--- config.mk ---
export PLATFORM = sky130hd
export DESIGN_NAME = writeback_stage
export DESIGN_NICKNAME = d
export VERILOG_FILES = /design/src/rtl/writeback_stage.sv
export SDC_FILE = /design/constraint.sdc
export NUM_CORES = 1
export LEC_CHECK = 0
export CORE_MARGIN = 1.5
export CORE_UTILIZATION = 45
export DETAILED_ROUTE_END_ITERATION = 16
export PLACE_DENSITY = 0.88
export SLEW_MARGIN = 20
export SYNTH_ARGS = -nofsm -noshare
export SYNTH_HDL_FRONTEND = slang
export SYNTH_SLANG_ARGS = --single-unit
--- constraint.sdc ---
create_clock -name clock -period 2.8 [get_ports clock]
set_clock_uncertainty 0.1 [all_clocks]
set_input_delay 0.28 -clock clock [delete_from_list [all_inputs] [get_ports clock]]
set_output_delay 0.28 -clock clock [all_outputs]
set_load 0.02 [all_outputs]
--- src/rtl/writeback_stage.sv ---
// -----------------------------------------------------------------------------
// writeback_stage
//   Last pipeline stage. This is the write side of the register file that the
//   decode stage reads. It takes retiring instructions from the memory stage
//   over a valid/ready handshake. For a load it waits, for a bounded number of
//   cycles, until the data memory returns the word. It then picks the ALU,
//   load or link value, formats byte loads, and issues one registered write
//   per instruction.
//
// Parameters
//   DM_TIMEOUT  cycles allowed in WAIT_DM before a load is abandoned (1..255)
//   LINK_REG    destination register for JAL-style links
//
// Ports
//   clock, reset_n      stage clock; asynchronous active-low reset
//   in_valid/in_ready   handshake with the memory stage
//   in_rwe, in_rwd      writes regfile / data comes from DMEM
//   in_rdst, in_link    rd-vs-rt select / write pc+8
//   in_rt, in_rdf       register fields
//   in_pc, in_alu       instruction PC / ALU result (bits [1:0] = byte offset)
//   in_dm_byte/_signed  byte load / sign-extend the byte
//   dm_rvalid, dm_rdata load return
//   d, rd, rwe_wb       register-file write index, data, enable pulse
//   stall               high while waiting for load data
//   dm_err              sticky load-timeout flag
// -----------------------------------------------------------------------------
module writeback_stage #(
    parameter int DM_TIMEOUT = 16,
    parameter int LINK_REG   = 31
) (
    input  logic        clock,
    input  logic        reset_n,
    input  logic        in_valid,
    output logic        in_ready,
    input  logic        in_rwe,
    input  logic        in_rwd,
    input  logic        in_rdst,
    input  logic        in_link,
    input  logic [4:0]  in_rt,
    input  logic [4:0]  in_rdf,
    input  logic [31:0] in_pc,
    input  logic [31:0] in_alu,
    input  logic        in_dm_byte,
    input  logic        in_dm_signed,
    input  logic        dm_rvalid,
    input  logic [31:0] dm_rdata,
    output logic [4:0]  d,
    output logic [31:0] rd,
    output logic        rwe_wb,
    output logic        stall,
    output logic        dm_err
);

    typedef enum logic [1:0] {
        IDLE    = 2'd0,
        WAIT_DM = 2'd1,
        COMMIT  = 2'd2
    } state_t;

    // Everything a pending load needs once its data arrives.
    typedef struct packed {
        logic [4:0] dst;
        logic       rwe;
        logic       byte_ld;
        logic       sgn;
        logic [1:0] off;
    } ld_ctx_t;

    localparam logic [7:0] CNT_LAST = 8'(DM_TIMEOUT - 1);

    state_t     state;
    ld_ctx_t    ctx;
    logic [7:0] cnt;

    logic        xfer;
    logic        is_load;
    logic [4:0]  dest;
    logic [31:0] alu_val;
    logic [31:0] ld_val;
    logic [3:0][7:0] word_lanes;
    logic [7:0]  lane;

    // Ready depends on the registered state only, so it has no
    // combinational path back to in_valid.
    assign in_ready = (state != WAIT_DM);
    assign xfer     = in_valid & in_ready;
    assign is_load  = in_rwd & in_rwe;

    // A link with the rt select defaults to the link register. JALR names
    // its own rd.
    always_comb begin
        dest = in_rdst ? in_rdf : in_rt;
        if (in_link && !in_rdst)
            dest = 5'(LINK_REG);
    end

    assign alu_val = in_link ? (in_pc + 32'd8) : in_alu;

    // Byte lanes are big-endian. Offset 0 selects the most significant
    // byte, which is lane 3 in the packed view.
    assign word_lanes = dm_rdata;
    assign lane       = word_lanes[2'd3 - ctx.off];

    always_comb begin
        ld_val = dm_rdata;
        if (ctx.byte_ld)
            ld_val = {{24{ctx.sgn & lane[7]}}, lane};
    end

    always_ff @(posedge clock or negedge reset_n) begin
        if (!reset_n) begin
            state  <= IDLE;
            ctx    <= '0;
            cnt    <= '0;
            d      <= '0;
            rd     <= '0;
            rwe_wb <= 1'b0;
            stall  <= 1'b0;
            dm_err <= 1'b0;
        end else begin
            rwe_wb <= 1'b0;
            case (state)
                IDLE, COMMIT: begin
                    if (xfer) begin
                        if (is_load) begin
                            state <= WAIT_DM;
                            stall <= 1'b1;
                            cnt   <= '0;
                            ctx   <= '{dst:     dest,
                                       rwe:     in_rwe,
                                       byte_ld: in_dm_byte,
                                       sgn:     in_dm_signed,
                                       off:     in_alu[1:0]};
                        end else begin
                            // Stores and other non-writers still commit,
                            // but they never raise the enable.
                            state  <= COMMIT;
                            d      <= dest;
                            rd     <= alu_val;
                            rwe_wb <= in_rwe && (dest != 5'd0);
                        end
                    end else begin
                        state <= IDLE;
                    end
                end
                WAIT_DM: begin
                    // Data arriving on the final count takes priority
                    // over the timeout.
                    if (dm_rvalid) begin
                        state  <= COMMIT;
                        stall  <= 1'b0;
                        d      <= ctx.dst;
                        rd     <= ld_val;
                        rwe_wb <= ctx.rwe && (ctx.dst != 5'd0);
                    end else if (cnt == CNT_LAST) begin
                        state  <= IDLE;
                        stall  <= 1'b0;
                        dm_err <= 1'b1;
                    end else begin
                        cnt <= cnt + 8'd1;
                    end
                end
                default: begin
                    state <= IDLE;
                    stall <= 1'b0;
                end
            endcase
        end
    end

endmodule

==> results of run 1 <==
[metal layers]
layer  up-vias  GRT usage, %
met5         -             0
met4         0          12.2
met3        41          7.70
met2       267          47.3
met1      2107          40.5
li1       2031             -
[layout make-up]
class                   count  area share (%)
multi-input cells         369            39.6
well taps                 108            2.30
clock inverters             6            1.09
clock buffers              10            2.34
repair buffers            170            28.3
flip-flops and latches     60            25.6
inverters                  12           0.767
[per-stage QoR]
stage	cell area (um^2)	worst slack [ns]	total power (W)	util, %	cells
finish	5880	0.521	0.00311	67.7	735
CTS	5880	0.521	0.00310	67.7	735
global route	5880	0.445	0.00323	67.7	735
global placement	5660	0.420	0.00228	65.3	718
floorplan	4010	0.969	0.00169	-	469
detailed placement	5660	0.335	0.00231	65.3	718
[worst paths after layout]
path	end	slack (ns)
worst max-delay path	in_ready	0.52
worst max register to register	rd[9]$_DFFE_PN0P_	0.69
min in group clock	dm_err$_DFFE_PN0P_	0.36
worst min register to register	dm_err$_DFFE_PN0P_	0.36
worst min-delay path	rd[26]$_DFFE_PN0P_	0.34
max in group asynchronous	rd[19]$_DFFE_PN0P_	1.56
[state kept, by name, summed over array words and instances, names as in the netlist]
| signal | count |
|---|---|
| rwe_wb | 1 |
| stall | 1 |
| d | 5 |
| state | 2 |
| cnt | 8 |
| ctx | 10 |
| dm_err | 1 |
| rd | 32 |
[synthesized netlist by cell type (11+ instances only)]
library cell,instances,area share [%]
a21oi_1,35,4.4
o21ai_0,35,4.4
nor3_1,11,1.4
clkbuf_1,15,1.4
a31oi_1,12,1.9
nand2_1,76,7.1
dfrtp_1,60,37
nand4_1,13,2.0
nor2_1,31,2.9
xor2_1,16,3.5
o31ai_1,13,2.4
mux2i_1,13,3.2
[placed cells by master (no fill, tap or decap), types with 3 or more instances in the layout]
| master | instances |
|---|---|
| clkdlybuf4s50_1 | 155 |
| dfrtp_1 | 60 |
| nand3_1 | 9 |
| a21o_1 | 5 |
| mux2i_1 | 13 |
| xnor2_1 | 5 |
| clkbuf_8 | 10 |
| nand4_1 | 13 |
| nor2_1 | 31 |
| nand2_1 | 76 |
| a21oi_1 | 35 |
| a22o_1 | 4 |
| o21ai_0 | 35 |
| o31ai_1 | 13 |
| nor3_1 | 11 |
| and2_1 | 5 |
| a31o_2 | 4 |
| nor4_1 | 5 |
| and3_1 | 5 |
| o22ai_1 | 7 |
| a31oi_1 | 12 |
| inv_1 | 10 |
| xor2_1 | 16 |
| mux4_2 | 6 |
| o2111ai_1 | 3 |
| buf_4 | 13 |
| o22a_1 | 3 |
| a211oi_1 | 6 |
| nand3b_1 | 3 |
[worst max-delay path, stage by stage (launching register included)]
cell             delay (ns)
dfrtp_1                0.43
nor2b_2                0.19
inv_2                  0.25
clkdlybuf4s50_1        0.68
[power groups by stage]
stage / clock, W / sequential, W / combinational, W
after floorplan: 0 / 0.00127 / 0.000425
after global placement: 0 / 0.00115 / 0.00113
after detailed placement: 0 / 0.00115 / 0.00115
after CTS: 0.000802 / 0.00114 / 0.00116
after global routing: 0.000834 / 0.00116 / 0.00124
final: 0.000799 / 0.00114 / 0.00117
[kinds of logic (layout without fill, tap and decap cells)]
kind of cell	after synthesis	count (layout)	synth area share (%)
AO/OA/AOI/OAI	142	142	22.5
AND/OR/NAND/NOR	185	185	23.7
XOR/XNOR	21	21	4.59
flip-flops	60	60	37.5
adder cells (fa/ha/maj)	2	2	0.625
multiplexers	19	19	6.62
buffers and inverters	40	198	4.47
[timing repair]
item,in CTS,in global routing
hold endpoints to repair,18,0
hold buffers,1,0
setup buffers,0,0
==> flow_summary.ini, run 1 <==
[outcome]
run_status = complete, no violations

[critical_path]
startpoint = state[0]$_DFFE_PN0N_
cp-end-kind = primary output
critPathLaunchType = register
cp.required_ns = 2.42
rr_worst_depth = 5
path_class = register to primary output
r2r-start = state[0]$_DFFE_PN0N_
cp.arrival_ns = 1.90
cp_max_fo = 15

[grt]
track_usage_pct = 30.3
grt_antenna_before_repair = 0
grt_max_degree = 41
grt_pass1_vias = 4317
grt_pass1_wl_um = 22700
grt.overflow.total = 0

[drt]
vias = 4446
routed_via_density = 6.05
drt_pass1_iterations = 4
wl_per_cell_um = 19.7
wl_met3_um = 1450
wl_met1_um = 5840
detail-route-antenna-nets = 0
wirelength_um = 14500
maxUsedRoutingLayer = met4
drtIter0Drc = 251
drc = 0
met2_length_um = 6710

[final_layout]
drive_gt1_share_pct = 9.25
area_delta_synth_final_pct = 46.7
final_nets = 740
multi_input_area_um2 = 2330
nFillCells = 714
area.sequential_um2 = 1500
diodes = 0

[logic_synthesis]
ys_seq_area_share_pct = 37.5
syn_nets = 587
yosys_warnings = 0
async_flop_share_pct = 100
synth-edff-count = 0
ys_ff_latch = 60
synth_cells = 469
ys.flop_type = dfrtp_1
synth_area_um2 = 4010
avgSynthCellArea_um2 = 8.54
synth.distinct_cells = 65

[clocking]
cts_tree = done
numCtsBuffers = 9
cts_root_buf = clkbuf_8
ctsResizeCount = 0
clk_pin_slew_ns = 0.07
h-tree-depth = 3
cts_sinks = 60
clock_latency_ns = 0.34
clk_path_buf_depth = 2

[sta]
setup_viol = 0
fmax_ghz = 0.439
rsz0062_at_grt = false
fin_tns_setup_ns = 0
worst_slew_pin_slew_ns = 0.619
hold_ws_ns = 0.345
final-hold-violation-count = 0
finalCritPeriodShare_pct = 81.4
min_period_ns = 2.28
maxSlewViolCount = 0
relSlewSlack_pct = 58.7

[power_and_ir_drop]
seq_power_share_pct = 36.8
clkPwrFrac_pct = 25.7
power_switching_w = 0.00109
p_int_w = 0.00202
leakagePower_nw = 2.40
p_per_area_nw_per_um2 = 529
swShare_pct = 35.1
comb_power_share_pct = 37.5
peakVddDrop_v = 0.000202

[placement]
gp_congestion = 0.993
hpwl_um = 11500
io_buffers = 156

[floorplan]
die_area_um2 = 9480
core.rowCount = 34
start_util_pct = 46.2
die_w_um = 97.4
io_pins = 157
core_area_um2 = 8680
die_h_um = 97.4

[flow_run]
drv_cap = 0

[worst_hold_path]
hold_path.class = input port to async pin
(Power assumes the default switching activity.)
==> run 2, diff against run 1 <==
- CORE_UTILIZATION: 45 -> 40
- PLACE_DENSITY: 0.88 -> 0.83
- clock period: 2.8 -> 1.9 ns (I/O delays scaled with it)
==> flow_summary.ini, run 2 (same netlist as run 1, synthesis figures left out) <==
[critical_path]
max_stage_delay_ns = 0.54
slowest_stage = mux4_2
cp_max_fo = 8
r2r-start = ctx[0]$_DFFE_PN0P_
cp.arrival_ns = 1.99
critPathLaunchType = register
crit_path_cell_trace = mux4_2 > a21o_4 > buf_4 > a21oi_1 > o31ai_1
cp-end-kind = register
path_class = register to register
cp.required_ns = 2.03
cp_num_buf_inv = 1
critPathTopFamily = compound AO/OA/AOI/OAI gates
startpoint = ctx[0]$_DFFE_PN0P_

[placement]
hpwl_um = 12500
io_buffers = 156
gp_congestion = 0.994

[final_layout]
drive_gt1_share_pct = 22.7
reg_top3 = rd (32), ctx (10), cnt (8)
final_cell_mix = clkdlybuf4s50_1, buf_4, nand2_1
largest_reg_flops = 32
final_nets = 830
final_common_cell = clkdlybuf4s50_1
nFillCells = 735
multi_input_area_um2 = 2470
area.sequential_um2 = 1500
area_delta_synth_final_pct = 70.9
top_register = rd
diodes = 0

[floorplan]
io_pins = 157
core_area_um2 = 9730
start_util_pct = 41.2
core.rowCount = 36
die_h_um = 103
die_area_um2 = 10600
die_w_um = 103

[worst_hold_path]
hold_path.class = input port to async pin

[clocking]
clk_pin_slew_ns = 0.07
cts_root_buf = clkbuf_8
clk_path_buf_depth = 2
cts_sinks = 60
cts_tree = done
clock_latency_ns = 0.35
numCtsBuffers = 9
h-tree-depth = 3

[drt]
drt_pass1_iterations = 5
vias = 4889
wirelength_um = 16200
drc = 0
drtIter0Drc = 466
detail-route-antenna-nets = 0
wl_per_cell_um = 19.1
routed_via_density = 5.75

[power_and_ir_drop]
comb_power_share_pct = 39.5
peakVddDrop_v = 0.000363
p_int_w = 0.00327
seq_power_share_pct = 33.9
p_per_area_nw_per_um2 = 722
leakagePower_nw = 2.99
power_w = 0.00495
power_switching_w = 0.00168
swShare_pct = 34.0
clkPwrFrac_pct = 26.6

[grt]
grt_antenna_before_repair = 0
grt_max_degree = 24
track_usage_pct = 29.6
grt_pass1_vias = 4723
grt_pass1_wl_um = 23600
grt.overflow.total = 0

[sta]
relSlewSlack_pct = 60.6
maxSlewViolCount = 0
fmax_ghz = 0.538
final-hold-violation-count = 0
hold_ws_ns = 0.270
setup_viol = 0
min_period_ns = 1.86
worst_slew_pin_slew_ns = 0.591
rsz0062_at_grt = true
finalCritPeriodShare_pct = 97.9

[flow_run]
drv_cap = 0

[outcome]
run_status = complete, no violations
[run 2: changes by cell type in the layout (fill, tap and decap cells not counted), moves of 3 or more]
cell,delta
dlymetal6s2s_1,+8
a21oi_2,+6
clkdlybuf4s50_1,-9
buf_12,+6
nor4_4,+3
a21oi_1,-6
buf_4,+83
[run 2: power by group through the flow]
stage	sequential [W]	clock [W]	combinational (W)
floorplan	0.00187	0	0.000626
global placement	0.00168	0	0.00184
detailed placement	0.00169	0	0.00189
CTS	0.00167	0.00132	0.00190
global route	0.00170	0.00136	0.00208
finish	0.00168	0.00132	0.00195
[run 2: final timing paths]
path / depth (start not counted) / slack [ns] / to
setup / recovery: 5 / 0.04 / rd[19]$_DFFE_PN0P_
hold / removal: 2 / 0.27 / rd[10]$_DFFE_PN0P_
setup reg to reg: 5 / 0.04 / rd[19]$_DFFE_PN0P_
hold reg to reg: 1 / 0.36 / dm_err$_DFFE_PN0P_
max in group asynchronous: 3 / 0.89 / rd[7]$_DFFE_PN0P_
min in group clock: 3 / 0.30 / ctx[3]$_DFFE_PN0P_
[run 2: final cells by class]
class,count,share of cell area (%)
multi-input cells,369,36.0
flip-flops and latches,60,21.9
inverters,12,0.731
clock buffers,10,2.01
repair buffers,260,35.6
clock inverters,6,1.28
well taps,133,2.43
[run 2: metal layers]
metal / GRT usage, % / vias up / wire length [um]
met2: 48.7 / 260 / 7890
met5: 0 / - / 0
met3: 4.34 / 48 / 1390
met1: 38.9 / 2361 / 6380
met4: 12.7 / 0 / 578
li1: - / 2220 / -
[run 2: timing repair]
item / in CTS / in global routing
hold endpoints to repair: 19 / 0
gates resized for setup: 4 / 35
setup endpoints to repair: 5 / 24
gates cloned: 0 / 0
pin swaps: 0 / 12
hold buffers: 1 / 0
buffers inserted: 0 / 3
[run 2: metrics by stage]
| stage | TNS (ns) | cell area [um^2] | setup slack, ns | utilization [%] | std cells |
|---|---|---|---|---|---|
| 6_report | 0 | 6850 | 0.0402 | 70.4 | 850 |
| 5_1_grt | -0.0729 | 6850 | -0.0227 | 70.4 | 850 |
| 4_1_cts | -0.0121 | 6670 | -0.00652 | 68.5 | 847 |
| 3_5_place_dp | -6.95 | 6420 | -0.451 | 66.0 | 830 |
| 3_3_place_gp | -5.00 | 6420 | -0.536 | 66.0 | 830 |
| 2_1_floorplan | 0 | 4010 | 0.0692 | - | 469 |
